<file path="src/rtl/alu_pkg.sv">
// Shared definitions for the two-requester ALU arbiter.
//   - alu_op_e    : opcode encoding seen on reqN_op
//   - arb_state_e : arbiter FSM state encoding
//   - CC_*        : bit positions inside the 3-bit condition-code vector {ZF,SF,OF}
package alu_pkg;

    typedef enum logic [1:0] {
        OP_ADD = 2'd0,
        OP_SUB = 2'd1,
        OP_AND = 2'd2,
        OP_XOR = 2'd3
    } alu_op_e;

    typedef enum logic [1:0] {
        ST_IDLE = 2'd0,
        ST_EXEC = 2'd1,
        ST_DONE = 2'd2
    } arb_state_e;

    localparam int CC_W  = 3;
    localparam int CC_ZF = 2;
    localparam int CC_SF = 1;
    localparam int CC_OF = 0;

endpackage

</file>
<file path="src/rtl/alu_core.sv">
// Purely combinational ALU datapath: (op, a, b) -> (result, cc).
// Ports:
//   op_i     : operation (ADD/SUB/AND/XOR)
//   a_i, b_i : signed two's-complement operands, W bits
//   result_o : result truncated to W bits
//   cc_o     : condition codes {ZF,SF,OF}
module alu_core
    import alu_pkg::*;
#(
    parameter int W = 64
) (
    input  alu_op_e         op_i,
    input  logic [W-1:0]    a_i,
    input  logic [W-1:0]    b_i,
    output logic [W-1:0]    result_o,
    output logic [CC_W-1:0] cc_o
);

    logic [W-1:0] res;
    logic         ovf;

    always_comb begin
        res = '0;
        ovf = 1'b0;
        case (op_i)
            OP_ADD: begin
                res = a_i + b_i;
                // Operands agree in sign but the sum does not.
                ovf = (a_i[W-1] == b_i[W-1]) && (res[W-1] != a_i[W-1]);
            end
            OP_SUB: begin
                res = a_i - b_i;
                // Operands differ in sign and the difference left a's sign.
                ovf = (a_i[W-1] != b_i[W-1]) && (res[W-1] != a_i[W-1]);
            end
            OP_AND:  res = a_i & b_i;
            default: res = a_i ^ b_i;
        endcase
    end

    assign result_o     = res;
    assign cc_o[CC_ZF]  = (res == '0);
    assign cc_o[CC_SF]  = res[W-1];
    assign cc_o[CC_OF]  = ovf;

endmodule

</file>
<file path="src/rtl/alu_arbiter.sv">
// Shares one ALU between two requesters with round-robin arbitration.
// FSM: IDLE (accept one request) -> EXEC (compute, register result)
//      -> DONE (present result until rsp_ready) -> IDLE.
// Ports:
//   clk, rst_n                  : clock, asynchronous active-low reset
//   reqN_valid/op/a/b           : request from requester N (N = 0, 1)
//   reqN_ready                  : combinational accept, only in IDLE
//   rsp_valid/rsp_ready         : response handshake
//   rsp_id, rsp_result, rsp_cc  : owner, result and {ZF,SF,OF} of the response
module alu_arbiter
    import alu_pkg::*;
#(
    parameter int W = 64
) (
    input  logic            clk,
    input  logic            rst_n,
    input  logic            req0_valid,
    input  logic [1:0]      req0_op,
    input  logic [W-1:0]    req0_a,
    input  logic [W-1:0]    req0_b,
    output logic            req0_ready,
    input  logic            req1_valid,
    input  logic [1:0]      req1_op,
    input  logic [W-1:0]    req1_a,
    input  logic [W-1:0]    req1_b,
    output logic            req1_ready,
    output logic            rsp_valid,
    input  logic            rsp_ready,
    output logic            rsp_id,
    output logic [W-1:0]    rsp_result,
    output logic [CC_W-1:0] rsp_cc
);

    arb_state_e      state_q, state_d;
    logic            prio_q, prio_d;   // requester that wins a tie
    alu_op_e         op_q;
    logic [W-1:0]    a_q, b_q;
    logic            id_q;
    logic [W-1:0]    result_q;
    logic [CC_W-1:0] cc_q;

    logic [W-1:0]    alu_result;
    logic [CC_W-1:0] alu_cc;
    logic            xfer;
    logic            grant_id;

    // NOTE: every signal written here gets a default first, so no path
    // through the case leaves one unassigned and infers a latch.
    always_comb begin
        state_d    = state_q;
        prio_d     = prio_q;
        req0_ready = 1'b0;
        req1_ready = 1'b0;
        case (state_q)
            ST_IDLE: begin
                req0_ready = req0_valid && (!req1_valid || !prio_q);
                req1_ready = req1_valid && (!req0_valid ||  prio_q);
                if (req0_ready || req1_ready) begin
                    state_d = ST_EXEC;
                    // Pointer moves to the requester that lost this round.
                    prio_d  = req0_ready;
                end
            end
            ST_EXEC: state_d = ST_DONE;
            ST_DONE: if (rsp_ready) state_d = ST_IDLE;
            default: state_d = ST_IDLE;
        endcase
    end

    // Ready already implies valid, so either ready alone marks a transfer.
    assign xfer     = req0_ready || req1_ready;
    assign grant_id = req1_ready;

    // NOTE: state registers use non-blocking assignments so every flop
    // samples pre-edge values, independent of statement order.
    always_ff @(posedge clk or negedge rst_n) begin
        if (!rst_n) begin
            state_q  <= ST_IDLE;
            prio_q   <= 1'b0;
            op_q     <= OP_ADD;
            a_q      <= '0;
            b_q      <= '0;
            id_q     <= 1'b0;
            result_q <= '0;
            cc_q     <= '0;
        end else begin
            state_q <= state_d;
            prio_q  <= prio_d;
            if (xfer) begin
                op_q <= grant_id ? alu_op_e'(req1_op) : alu_op_e'(req0_op);
                a_q  <= grant_id ? req1_a : req0_a;
                b_q  <= grant_id ? req1_b : req0_b;
                id_q <= grant_id;
            end
            if (state_q == ST_EXEC) begin
                result_q <= alu_result;
                cc_q     <= alu_cc;
            end
        end
    end

    alu_core #(.W(W)) u_alu_core (
        .op_i     (op_q),
        .a_i      (a_q),
        .b_i      (b_q),
        .result_o (alu_result),
        .cc_o     (alu_cc)
    );

    // id_q can only change on a transfer in IDLE, so it is stable in DONE.
    assign rsp_valid  = (state_q == ST_DONE);
    assign rsp_id     = id_q;
    assign rsp_result = result_q;
    assign rsp_cc     = cc_q;

endmodule

</file>
<file path="config.mk">
export PLATFORM = sky130hd
export DESIGN_NAME = alu_arbiter
export DESIGN_NICKNAME = d
export VERILOG_FILES = /design/src/rtl/alu_pkg.sv /design/src/rtl/alu_core.sv /design/src/rtl/alu_arbiter.sv
export SDC_FILE = /design/constraint.sdc
export NUM_CORES = 1
export LEC_CHECK = 0
export ABC_AREA = 1
export CAP_MARGIN = 20
export CELL_PAD_IN_SITES_DETAIL_PLACEMENT = 0
export CELL_PAD_IN_SITES_GLOBAL_PLACEMENT = 2
export CORE_MARGIN = 4
export CORE_UTILIZATION = 29
export CTS_BUF_LIST = sky130_fd_sc_hd__clkbuf_2 sky130_fd_sc_hd__clkbuf_4 sky130_fd_sc_hd__clkbuf_8
export CTS_CLUSTER_DIAMETER = 100
export DETAILED_ROUTE_END_ITERATION = 10
export PLACE_DENSITY_LB_ADDON = 0.1
export SYNTH_ARGS = -nofsm -noshare
export SYNTH_HDL_FRONTEND = slang
export SYNTH_SLANG_ARGS = --single-unit
</file>
<file path="constraint.sdc">
create_clock -name clk -period 3.2 [get_ports clk]
set_input_delay 0.8 -clock clk [delete_from_list [all_inputs] [get_ports clk]]
set_output_delay 0.8 -clock clk [all_outputs]
set_load 0.005 [all_outputs]
</file>
## Word-level counts from Yosys, hierarchy flattened

Index checks and enable logic that the tools add are counted.

- Output and inout port bits: 71
- Input port bits: 265
- Logic and storage cells: 48
- Register bits after elaboration: 201

- Muxes and demuxes: 10
- Add/sub/neg operators: 2
- Reductions and logical operators: 16
- Bitwise operators: 2
- Eq/ne operators: 10

Operator list:

| kind | count |
|---|---|
| $pmux 64 s3 | 1 |
| $mux 64 | 2 |
| $add 64x64->64 | 1 |
| $and 64x64->64 | 1 |
| $logic_not 64->1 | 1 |
| $sub 64x64->64 | 1 |
| $xor 64x64->64 | 1 |
| $mux 2 | 3 |
| $pmux 2 s3 | 1 |
| $eq 2x1->1 const B | 2 |
| $eq 2x2->1 const B | 2 |
| $logic_and 1x1->1 | 4 |
| $logic_not 2->1 | 2 |
| $logic_or 1x1->1 | 4 |
| $reduce_and 2->1 | 2 |
| $logic_not 1->1 | 3 |
| $ne 1x1->1 | 3 |
| $mux 1 | 2 |
| $ne 2x1->1 const B | 1 |
| $ne 2x2->1 const B | 1 |
| $pmux 1 s2 | 1 |
| $eq 1x1->1 | 1 |

## Longest topological paths before layout

Gate-level depths: netlist of the first run.

- Word-level depth: 6
- Mapped depth: 24
- Gate-level depth less buffers: 23

## Modules after synthesis

A second synthesis of the first run with hierarchy kept.

- Cell total of the unflattened synthesis: 4144
- Area, all modules: 23647.7 µm²

Modules (own cells, without submodules):

| module | times used | area an instance (µm²) | cells each | sequential area each (µm²) |
|---|---|---|---|---|
| alu_core | 1 | 13451.7 | 2856 | 0.0 |
| alu_arbiter | 1 | 10196.0 | 1288 | 5029.8 |

## Worst setup path before layout of the first run

No wires, ideal clock.

- Kind: input-to-output
- From: input port req0_valid
- To: output port req1_ready
- Path slack: 651 ps
- Cell stages on the path: 5
- Required time: 2400 ps
- Arrival: 1749 ps
- Path buffers: 2
- Path through: nand2_1 nand2_1 nor2_1 clkbuf_1 clkbuf_1

- Longest elaborated chain between the ends: 4

Ends and longest elaborated chain:

| item | line | source |
|---|---|---|
| from (decl) | alu_arbiter.sv:17 | `input logic req0_valid,` |
| $logic_not 1->1 | alu_arbiter.sv:57 | `req1_ready = req1_valid && (!req0_valid \|\| prio_q);` |
| $logic_or 1x1->1 | alu_arbiter.sv:57 |  |
| $logic_and 1x1->1 | alu_arbiter.sv:57 |  |
| $mux 1 | alu_arbiter.sv:54 | `case (state_q)` |
| to (decl) | alu_arbiter.sv:26 | `output logic req1_ready,` |

Every way passes these cells.

## Worst setup path in the final report of the first run

- From: register b_q[0]
- To: register cc_q[2], in the netlist rsp_cc[2]

- Longest elaborated chain between the ends: 3
- Elaborated cells between the ends (all ways): 6
- Classes of those cells: add/sub (2); mux (1); bitwise (2); reduce/logical (1)

Ends and longest elaborated chain:

| item | line | source |
|---|---|---|
| from (decl) | alu_arbiter.sv:37 | `logic [W-1:0] a_q, b_q;` |
| from (signal assigned) | alu_arbiter.sv:92 | `b_q <= grant_id ? req1_b : req0_b;` |
| $sub 64x64->64, or another cell as far along | alu_core.sv:32 | `res = a_i - b_i;` |
| $pmux 64 s3 (*) | alu_core.sv:25 | `case (op_i)` |
| $logic_not 64->1 (*) | alu_core.sv:42 | `assign cc_o[CC_ZF] = (res == '0);` |
| to (signal assigned) | alu_arbiter.sv:97 | `cc_q <= alu_cc;` |
| to (decl) | alu_arbiter.sv:40 | `logic [CC_W-1:0] cc_q;` |

Every way passes the cells marked *; elsewhere a longest branch is shown, timed or not.
A chain may end at the register's enable or synchronous reset.

==> reports/results.ini, run 1 <==
[synth]
synth_nets=4251
ys_top_cells_by_area=dfrtp_1 (23%), nand2_1 (21%), inv_1 (10%), ha_1 (7.2%), nand3_1 (7.2%)
ys_async_sr_fraction_pct=100
synth_cell_types=43
seq_area_frac_synth_pct=22.6
netlist_instances=3856
avgSynthCellArea_sq_um=5.73
yosysWarnings=0
synth_top_area_share_pct=22.6
synth_edf_count=0
yosys_most_used_dff=dfrtp_1
synth_area_leader_cell=dfrtp_1
synthesis.area_sq_mm=0.0221
ys_ff_latch=200

[layout]
final_common_cell=nand2_1
layout-drive-gt1-share_pct=19.4
areaGrowthSynthToFinish_pct=42.7
nets=4965
multi_input_area_sq_mm=0.0148
ff_latch_area_sq_mm=0.00501
final_cell_mix=nand2_1 (1,216), inv_1 (586), buf_4 (482), nor2_1 (361), clkdlybuf4s50_1 (334)
fillers=8312

[sta]
setup_viol=0
hold_viol=0
maxSlewHeadroom_pct=56.4
tightest_slew_ps=654
fin_crit_sh_pct=96.1
skew_ps=48.3
rsz0062_at_grt=yes
fin_crit_ps=3080
maxSlewViolCount=0
max_freq_mhz=325
whs_ps=117

[floorplanning]
core.rowCount=100
core_region_area_sq_mm=0.0749
io_pins=336
die_y_um=284
initial_core_util_pct=29.5
die_width_um=284
dieArea_sq_mm=0.0807

[critical_path]
worstPathArrival_ps=3630
endpoint_kind=flip-flop
reg2reg_slack_ps=120
worstPathMaxFanout=4
path_class=flip-flop to flip-flop
critPathLaunchType=flip-flop
required_ps=3760

[place]
port_buffers=335
place_congestion=0.959
dp_hpwl_um=98500

[clocking]
worstSkewPairLatency_ps=610
cts_tree=done
cts.sinks=200
cts_made_buffers=17
cts_buffer_depth=2
cts-root-buf=clkbuf_8
htree_num_levels=4
clk_pin_slew_ps=160
hold_buffers=0

[routing]
wl_per_cell_um=20.8
first_pass_iters=9
drc=0
drtIter0Drc=2182
routed_wl_um=116000
vias_per_cell=4.83
postRouteAntennaNets=0
vias=26858

[run_status]
outcome=complete, no violations

[flow_run]
maxCapViolCount=0

[grt]
grt_antenna_before_repair=4
grt_pass1_wl_um=167000
track_usage_pct=27.7
grt_max_degree=84
first_global_vias=25929
overflow=0

[worst_hold_path]
hp-class=input pin to async pin

final timing paths:
check | from | endpoint | cells after the start
setup / recovery | b_q[0] | rsp_cc[2] | 23
hold / removal | rst_n | rsp_result[3] | 1
setup reg to reg | b_q[0] | rsp_cc[2] | 23
hold reg to reg | rsp_result[30] | rsp_result[30] | 2
max in group asynchronous | rst_n | a_q[51] | 2
min in group clk | rsp_result[30] | rsp_result[30] | 2
metrics by stage:
stage / setup TNS [ps] / setup slack, ps / std cells / utilization (%) / instance area (sq um)
after floorplan: 0 / 651 / 3856 / - / 22100
after global placement: -108 / -108 / 5506 / 40.1 / 30100
after CTS: 0 / 10.7 / 5538 / 40.7 / 30500
after global routing: -50.6 / -50.6 / 5554 / 42.1 / 31500
final: 0 / 123 / 5555 / 42.1 / 31500
after detailed placement: -97.4 / -97.4 / 5506 / 40.1 / 30100
layer usage:
layer	GRT usage, %	wire [um]	vias to the layer above
met5	0	0	-
met1	42.8	59000	12351
met3	4.21	7430	112
met4	7.42	2780	0
met2	39.7	46600	894
li1	-	-	13501
timing repair:
item                                    CTS  global route
pin swaps                                 0            29
setup buffers                             0            14
endpoints found under the setup margin    1            10
gates resized for setup                  15           216
final cells by class:
class | count | area share [%]
diodes | 3 | 0.0238
clock buffers | 17 | 0.742
clock inverters | 15 | 0.674
inverters | 627 | 7.48
multi-input cells | 2872 | 47.1
flip-flops and latches | 200 | 15.9
well taps | 969 | 3.84
repair buffers | 852 | 24.3
registers in the layout, indices dropped and copies added, names as in the netlist:
register    count
a_q            64
state_q         2
rsp_cc          3
b_q            64
prio_q          1
rsp_id          1
rsp_result     63
op_q            2
kinds of logic after synthesis:
group | after synthesis | share of synthesized area [%]
compound gates | 563 | 13.7
xor+xnor | 2 | 0.0793
fa+ha+maj | 130 | 7.43
buf+inv | 784 | 14.5
flops | 200 | 22.6
simple gates | 2177 | 41.7
worst max-delay path: stages (launching register included):
cell and delay [ps]:
dfrtp_1 450, buf_4 160, ha_1 180, fa_2 350, inv_2 90, nand3_2 90
nand2_2 110, nand3_2 100, nand3_4 140, nand2_1 80, nand2_1 80, buf_4 130
nand2_1 140, nand3_1 110, nand2_1 50, nand3_1 60, nand3_1 100, nand2_2 110
nand2_1 60, nor2_1 80, nand2_1 70, nor2_2 150, nand3_1 90, nand2_1 60
Yosys cell counts (7+ instances only):
library cell,count
nor2_1,411
nor2_4,10
o21ai_1,9
nand3_1,316
a21oi_2,7
buf_4,25
ha_1,128
dfrtp_1,200
o21bai_1,21
buf_2,26
inv_1,591
nand2_2,26
nand4_1,57
nor3_1,15
o22ai_1,67
nand2_1,1254
inv_2,32
a21oi_1,256
buf_6,19
buf_1,10
nand3_2,15
o21ai_0,188
nor2_2,56
nor3_2,7
clkbuf_1,77
Power of run 1 is left out: the tool's default activity adds up to more than one toggle a clock period on the data nets, which glitch-free logic cannot reach.
==> inputs of run 2 (changes only) <==
--- a/config.mk
+++ b/config.mk
@@ -6,6 +6,7 @@
 export NUM_CORES = 1
 export LEC_CHECK = 0
 export ABC_AREA = 1
+export ABC_CLOCK_PERIOD_IN_PS = 3300
 export CAP_MARGIN = 20
 export CELL_PAD_IN_SITES_DETAIL_PLACEMENT = 0
 export CELL_PAD_IN_SITES_GLOBAL_PLACEMENT = 2
==> constraint.sdc (replaced) <==
create_clock -name clk -period 3.3 [get_ports clk]
set_input_delay 0.825 -clock clk [delete_from_list [all_inputs] [get_ports clk]]
set_output_delay 0.825 -clock clk [all_outputs]
set_load 0.005 [all_outputs]
==> reports/results.ini, run 2 (synthesized netlist as in run 1, its figures left out) <==
[grt]
grt_pass1_wl_um=169000
grt_max_degree=131
track_usage_pct=28.1
first_global_vias=25523
grt_antenna_before_repair=6
overflow=0

[floorplanning]
initial_core_util_pct=29.5
core.rowCount=100
io_pins=336
core_region_area_sq_mm=0.0749
die_y_um=284
dieArea_sq_mm=0.0807
die_width_um=284

[routing]
wl_per_cell_um=21.4
drtIter0Drc=2487
postRouteAntennaNets=0
vias=26345
drc=0
routed_wl_um=117000
vias_per_cell=4.83
first_pass_iters=7

[sta]
fin_crit_ps=3110
setup_viol=0
fin_crit_sh_pct=94.3
max_freq_mhz=321
fin_tns_setup_ps=0
tightest_slew_ps=964
skew_ps=71.9
hold_viol=0
maxSlewViolCount=0
maxSlewHeadroom_pct=35.7

[layout]
final_common_cell=nand2_1
layout-drive-gt1-share_pct=17.1
final_cell_mix=nand2_1 (1,218), inv_1 (588), buf_4 (398), nor2_1 (372), clkdlybuf4s50_1 (334)
nets=4866
final_cell_area_sq_mm=0.0304
utilization_pct=40.6
areaGrowthSynthToFinish_pct=37.6

[critical_path]
worstPathMaxFanout=6
r2r_end=rsp_cc[2]
required_ps=3850
reg2reg_slack_ps=190
worstPathArrival_ps=3670
rr_worst_depth=18
path_class=flip-flop to flip-flop
rr_startpoint=a_q[53]
critPathLaunchType=flip-flop
endpoint_kind=flip-flop

[clocking]
cts.sinks=200
cts_buffer_depth=2
cts_tree=done
worstSkewPairLatency_ps=630
htree_num_levels=4
cts_made_buffers=17
cts-root-buf=clkbuf_8
clk_pin_slew_ps=200

[place]
dpl_cell_area_sq_mm=0.0292
dp_hpwl_um=99500
port_buffers=335
place_congestion=0.985

[worst_hold_path]
hp-class=input pin to async pin

[flow_run]
maxCapViolCount=0

[run_status]
outcome=complete, no violations

## run 2: routing by layer
metal,GRT usage [%],vias to the layer above,part of all wire (%)
li1,-,13322,-
met1,44.2,12069,52
met2,40.5,843,40
met3,4.01,109,6.5
met4,5.51,2,2.0
met5,0,-,0.0068
## run 2: worst max-delay path by stage
stage,from,to,slack (ps),cells after the start
after detailed placement,b_q[0],rsp_cc[2],-230,22
after global routing,b_q[19],rsp_cc[2],-20,22
final,a_q[53],rsp_cc[2],190,18
after CTS,a_q[5],rsp_cc[1],10,21
after global placement,a_q[36],rsp_cc[2],-270,18
after floorplan,req0_valid,req1_ready,700,5
## run 2: layout make-up
cell class,count,area [sq um]
fill,8348,44500
multi-input combinational,2872,14700
timing repair buffer,753,6750
sequential,200,5010
inverter,627,2360
tap,969,1210
clock buffer,18,248
clock inverter,14,188
antenna,2,5.00
## run 2: worst max-delay path: stages, from the launching register on
cell	delay, ps
dfrtp_1	510
ha_2	470
nand2_1	170
nor2_1	200
buf_4	140
nand2_1	120
nor3_1	250
nand2_2	120
buf_4	140
nand3_1	70
nand3_1	110
nand3_1	190
nand2_1	100
nand2_1	70
nor2_1	40
nand2_1	140
nor2_1	60
nand3_1	80
nand2_1	50
## run 2: stage by stage
step	hold slack (ps)	std cells	setup slack (ps)
floorplan	457	3856	701
global placement	462	5412	-266
detailed placement	464	5412	-227
CTS	36.1	5444	14.2
global route	61.6	5455	-22.7
finish	76.3	5455	187
## run 2: what timing repair did
action                     4_1_cts  5_1_grt
buffers inserted                 0        9
setup endpoints to repair        1        8
pin swaps                        0       13
gates resized for setup          8      186
hold buffers                     0        0
Power of run 2 is left out for the same reason.
==> inputs of run 3 (changes only) <==
--- a/config.mk
+++ b/config.mk
@@ -16,6 +16,7 @@
 export CTS_CLUSTER_DIAMETER = 100
 export DETAILED_ROUTE_END_ITERATION = 10
 export PLACE_DENSITY_LB_ADDON = 0.1
+export SLEW_MARGIN = 15
 export SYNTH_ARGS = -nofsm -noshare
 export SYNTH_HDL_FRONTEND = slang
 export SYNTH_SLANG_ARGS = --single-unit
==> results of run 3 <==
Final layout, timing and power as in run 2 (identical DEF).
Power of run 3 is left out for the same reason.
